File: src/rtl/bp_pkg.sv
//============================================================================
// Module : bp_pkg
// Brief  : Saturating-counter encoding constants and helpers for the BHT.
// Rev    : 1.0  initial release
//============================================================================
`default_nettype none

package bp_pkg;

    // Helpers work on the widest supported counter; callers cast to CNT_W.
    localparam int c_cnt_w_max = 4;

    typedef logic [c_cnt_w_max-1:0] cnt_t;

    function automatic cnt_t cnt_max(input int w);
        return cnt_t'((1 << w) - 1);
    endfunction

    function automatic cnt_t taken_thr(input int w);
        return cnt_t'(1 << (w - 1));
    endfunction

    function automatic cnt_t sat_inc(input cnt_t v, input cnt_t max);
        return (v == max) ? v : v + cnt_t'(1);
    endfunction

    function automatic cnt_t sat_dec(input cnt_t v);
        return (v == '0) ? v : v - cnt_t'(1);
    endfunction

endpackage

`default_nettype wire

File: src/rtl/sat_counter.sv
//============================================================================
// Module : sat_counter
// Brief  : One CNT_W-bit saturating up/down counter, resets to weakly taken.
// Rev    : 1.0  initial release
//============================================================================
`default_nettype none

module sat_counter
    import bp_pkg::*;
#(
    parameter int CNT_W = 2
) (
    input  logic             clk,
    input  logic             rst,
    input  logic             inc,
    input  logic             dec,
    output logic [CNT_W-1:0] value
);

    localparam cnt_t c_max = cnt_max(CNT_W);

    logic [CNT_W-1:0] r_cnt;
    cnt_t             w_ext;

    assign w_ext = cnt_t'(r_cnt);
    assign value = r_cnt;

    always_ff @(posedge clk) begin
        if (rst) begin
            r_cnt <= CNT_W'(taken_thr(CNT_W));
        end else if (inc) begin
            r_cnt <= CNT_W'(sat_inc(w_ext, c_max));
        end else if (dec) begin
            r_cnt <= CNT_W'(sat_dec(w_ext));
        end
    end

endmodule

`default_nettype wire

File: src/rtl/bht_predictor.sv
//============================================================================
// Module : bht_predictor
// Brief  : Branch history table of saturating counters with mispredict count.
//          Define BHT_GSHARE_EN to XOR a global history register into the index.
// Rev    : 1.0  initial release
//============================================================================
`default_nettype none

module bht_predictor
    import bp_pkg::*;
#(
    parameter int ENTRIES = 16,
    parameter int CNT_W   = 2,
    parameter int IDX_W   = $clog2(ENTRIES)
) (
    input  logic             clk,
    input  logic             rst,
    input  logic [31:0]      lookup_pc,
    output logic             predict_taken,
    output logic [IDX_W-1:0] lookup_idx,
    input  logic             update_valid,
    input  logic [IDX_W-1:0] update_idx,
    input  logic             update_taken,
    input  logic             update_pred,
    output logic             mispredict,
    output logic [15:0]      mispredict_cnt
);

    logic [IDX_W-1:0] w_base_idx;
    logic [CNT_W-1:0] w_cnt [ENTRIES];
    logic [15:0]      r_mp_cnt;
    logic             w_pc_unused;

    assign w_base_idx  = lookup_pc[IDX_W+1:2];
    assign w_pc_unused = ^{lookup_pc[31:IDX_W+2], lookup_pc[1:0]};

`ifdef BHT_GSHARE_EN
    logic [IDX_W-1:0] r_ghr;

    // Cast keeps the shift legal when IDX_W is 1.
    always_ff @(posedge clk) begin
        if (rst) begin
            r_ghr <= '0;
        end else if (update_valid) begin
            r_ghr <= IDX_W'({r_ghr, update_taken});
        end
    end

    assign lookup_idx = w_base_idx ^ r_ghr;
`else
    assign lookup_idx = w_base_idx;
`endif

    genvar i;
    generate
        for (i = 0; i < ENTRIES; i++) begin : g_ctr
            logic w_hit;
            assign w_hit = update_valid && (update_idx == IDX_W'(i));

            sat_counter #(
                .CNT_W (CNT_W)
            ) u_ctr (
                .clk   (clk),
                .rst   (rst),
                .inc   (w_hit &  update_taken),
                .dec   (w_hit & ~update_taken),
                .value (w_cnt[i])
            );
        end
    endgenerate

    // Reads the registered value, so a same-cycle update is seen next cycle.
    assign predict_taken = w_cnt[lookup_idx][CNT_W-1];

    assign mispredict = update_valid && (update_taken != update_pred);

    always_ff @(posedge clk) begin
        if (rst) begin
            r_mp_cnt <= '0;
        end else if (mispredict && (r_mp_cnt != 16'hFFFF)) begin
            r_mp_cnt <= r_mp_cnt + 16'd1;
        end
    end

    assign mispredict_cnt = r_mp_cnt;

endmodule

`default_nettype wire

File: config.mk
export PLATFORM = sky130hd
export DESIGN_NAME = bht_predictor
export DESIGN_NICKNAME = d
export VERILOG_FILES = /design/src/rtl/bp_pkg.sv /design/src/rtl/sat_counter.sv /design/src/rtl/bht_predictor.sv
export SDC_FILE = /design/constraint.sdc
export NUM_CORES = 1
export LEC_CHECK = 0
export CORE_MARGIN = 10
export CORE_UTILIZATION = 55
export CTS_CLUSTER_SIZE = 40
export DETAILED_ROUTE_END_ITERATION = 7
export GPL_ROUTABILITY_DRIVEN = 0
export PLACE_DENSITY = 0.91
export SETUP_SLACK_MARGIN = 0.1
export SYNTH_ARGS = -nofsm -noshare
export SYNTH_HDL_FRONTEND = slang
export SYNTH_HIERARCHICAL = 1
export SYNTH_SLANG_ARGS = --single-unit
export TNS_END_PERCENT = 30
File: constraint.sdc
create_clock -name clk -period 4.11 [get_ports clk]
set_input_delay 0.411 -clock clk [delete_from_list [all_inputs] [get_ports clk]]
set_output_delay 0.411 -clock clk [all_outputs]
set_load 0.005 [all_outputs]
==> flow_metrics.env <==
export IMPL_drt_iter0_drc=224
export IMPL_synth_flop_cell="dfxtp_1"
export IMPL_synth_warnings=6
export IMPL_die_w_um=91.8
export IMPL_synth_seq_area_share=0.339
export IMPL_layout_commonest_cell="nor2_1"
export IMPL_async_flop_share=0
export IMPL_critPathKind="input port to primary output"
export IMPL_power_density_nw_per_um2=256
export IMPL_crit_arrival_ps=2590
export IMPL_pin_count=63
export IMPL_area_delta_synth_final_pct=16.5
export IMPL_finalClockSkew_ps=6.24
export IMPL_fmax_mhz=333
export IMPL_max_cap_violations=0
export IMPL_routed_wl_um=6280
export IMPL_core_um2=5040
export IMPL_p_sw_uw=211
export IMPL_die_area_um2=8430
export IMPL_drc=0
export IMPL_hold_buffers=0
export IMPL_slowest_delay_ps=680
export IMPL_overflow=0
export IMPL_drive_gt1_frac=0.154
export IMPL_vias_per_cell=5.73
export IMPL_fin_ws_ps=1110
export IMPL_switching_share=0.249
export IMPL_syn_area_per_cell_um2=8.72
export IMPL_internal_power_uw=634
export IMPL_setup_worst_path_start_class="input port"
export IMPL_synth_seq_cells=48
export IMPL_netlist_instances=325
export IMPL_vias=2451
export IMPL_critical_path_cell_chain="clkdlybuf4s50_1, mux4_2, mux4_2, clkdlybuf4s50_1"
export IMPL_syn_area_um2=2840
export IMPL_p_comb_frac=0.105
export IMPL_rows=26
export IMPL_synth_edf_count=0
export IMPL_status="finished, final reports clean"
export IMPL_pwr_share_seq=0.572
export IMPL_grt_pass1_vias=2306
export IMPL_drv_slew=0
export IMPL_place_ws_ps=1090
export IMPL_post_cts_setup_buffer_count=0
export IMPL_grt_max_degree=21
export IMPL_clock_latency_ps=300
export IMPL_p_leak_uw=0.00112
export IMPL_dp_hpwl_um=4730
export IMPL_cts_resized=0
export IMPL_antenna_found_initial=0
export IMPL_fin_setup_tns_ps=0
export IMPL_fp_dieH_um=91.8
export IMPL_max_slew_margin=0.567
export IMPL_clockBufferDepth=2
export IMPL_grt_pass1_wl_um=10500
export IMPL_gr_usage_all_layers=0.147
export IMPL_setup_violations=0
export IMPL_io_buffer_count=34
export IMPL_critical_path_top_delay_family="buffers and inverters"
export IMPL_final_nets=400
export IMPL_vdd_ir_drop_max_mv=0.231
export IMPL_worst_slew_pin_slew_ps=644
export IMPL_crit_path_end_kind="primary output"
export IMPL_holdCritPathClass="flop to flop"
export IMPL_synth_cell_types=39
export IMPL_post_route_period_util=0.731
export IMPL_clk_pin_slew_ps=90
export IMPL_layout_common_cells="nor2_1 (56), dfxtp_1 (48), a21oi_1 (40)"
export IMPL_slowest_stage="clkdlybuf4s50_1"
export IMPL_grt_setup_unrepaired="false"
export IMPL_root_buffer="clkbuf_8"
export IMPL_start_util=0.562
export IMPL_cts_sinks=48
export IMPL_critPathMaxFanout=5
export IMPL_drt_pass1_iter_count=4
export IMPL_htree_levels=2
export IMPL_wl_per_cell_um=14.7
export IMPL_clockPowerShare=0.323
export IMPL_worstPathRequired_ps=3700
export IMPL_cts_tree="yes"
export IMPL_critPathBufInv=2
export IMPL_final_hold_viol_count=0
export IMPL_n_antenna_cell=0
export IMPL_syn_num_nets=367
export IMPL_cts_buffers_inserted=5
export IMPL_min_period_ps=3000
export IMPL_ant_nets=0
==> worst register-to-register path, cell delays in order, from the launching register on <==
cell and delay (ps):
dfxtp_1 400, ha_1 300, nand4_1 280, nor4_2 370, nor2b_1 150, mux2_2 290
==> metal layers <==
metal	GRT usage	vias to the layer above	wire, um
met4	0.0476	0	91
li1	-	1236	-
met5	0	-	0
met1	0.164	1152	2650
met2	0.274	53	3310
met3	0.0285	10	229
==> registers in the layout, summed over array words and instances (netlist names) <==
name and flops:
mispredict_cnt 16, g_ctr.u_ctr/value 32
==> kinds of logic after synthesis <==
| group | synth area share |
|---|---|
| AND/OR/NAND/NOR | 0.342 |
| flip-flops | 0.339 |
| XOR/XNOR | 0.00574 |
| buffers and inverters | 0.0243 |
| AO/OA/AOI/OAI | 0.169 |
| multiplexers | 0.116 |
| adder cells (fa/ha/maj) | 0.00441 |
==> Yosys cell counts, types with 2 or more instances <==
| cell type | instances | share of area |
|---|---|---|
| nand4_1 | 9 | 0.020 |
| inv_1 | 4 | 0.0053 |
| nand3_1 | 11 | 0.019 |
| mux2_2 | 4 | 0.016 |
| mux4_2 | 5 | 0.040 |
| or3_1 | 4 | 0.0088 |
| dfxtp_1 | 48 | 0.34 |
| clkbuf_1 | 5 | 0.0066 |
| nor2b_4 | 16 | 0.078 |
| o21bai_1 | 16 | 0.042 |
| o31ai_1 | 5 | 0.013 |
| buf_4 | 4 | 0.011 |
| nand2b_1 | 2 | 0.0044 |
| o21ai_0 | 3 | 0.0053 |
| a21oi_1 | 40 | 0.071 |
| nor2b_2 | 16 | 0.049 |
| nand2_1 | 9 | 0.012 |
| nor4_1 | 3 | 0.0066 |
| nor2b_1 | 7 | 0.015 |
| or4_1 | 4 | 0.011 |
| mux2i_1 | 17 | 0.060 |
| and3_1 | 2 | 0.0044 |
| nor2_1 | 56 | 0.074 |
| o21ai_1 | 16 | 0.028 |
| nor3_1 | 5 | 0.0088 |
==> layout make-up <==
cell class	instances	area, um2
Sequential cell	48	961
Fill cell	404	1740
Timing Repair Buffer	36	355
Tap cell	70	87.6
Clock inverter	1	5.00
Multi-Input combinational cell	263	1810
Inverter	4	15.0
Clock buffer	6	72.6
==> metrics by stage <==
| step | hold WS, ps | utilization | cells | instance area [um2] | total power, uW |
|---|---|---|---|---|---|
| 2_1_floorplan | 462 | - | 325 | 2840 | 543 |
| 3_3_place_gp | 476 | 0.639 | 421 | 3220 | 579 |
| 3_5_place_dp | 489 | 0.639 | 421 | 3220 | 582 |
| 4_1_cts | 502 | 0.655 | 428 | 3300 | 849 |
| 5_1_grt | 512 | 0.655 | 428 | 3300 | 876 |
| 6_report | 496 | 0.655 | 428 | 3300 | 844 |
==> power groups by stage <==
stage               combinational (uW)  sequential (uW)  clock (uW)
finish                            88.4              483         273
global route                      95.8              485         295
CTS                               88.4              483         277
detailed placement                88.1              494           0
global placement                  85.5              493           0
floorplan                         51.0              492           0
==> final timing paths <==
kind / cells past startpoint / from / slack [ps] / to
max: 4 / lookup_pc[2] / 1110 / predict_taken
min: 2 / mispredict_cnt[1] / 500 / mispredict_cnt[1]
max reg2reg: 5 / mispredict_cnt[0] / 2220 / mispredict_cnt[0]
min reg2reg: 2 / mispredict_cnt[1] / 500 / mispredict_cnt[1]
Note: power is estimated with default switching activity, not from simulation.
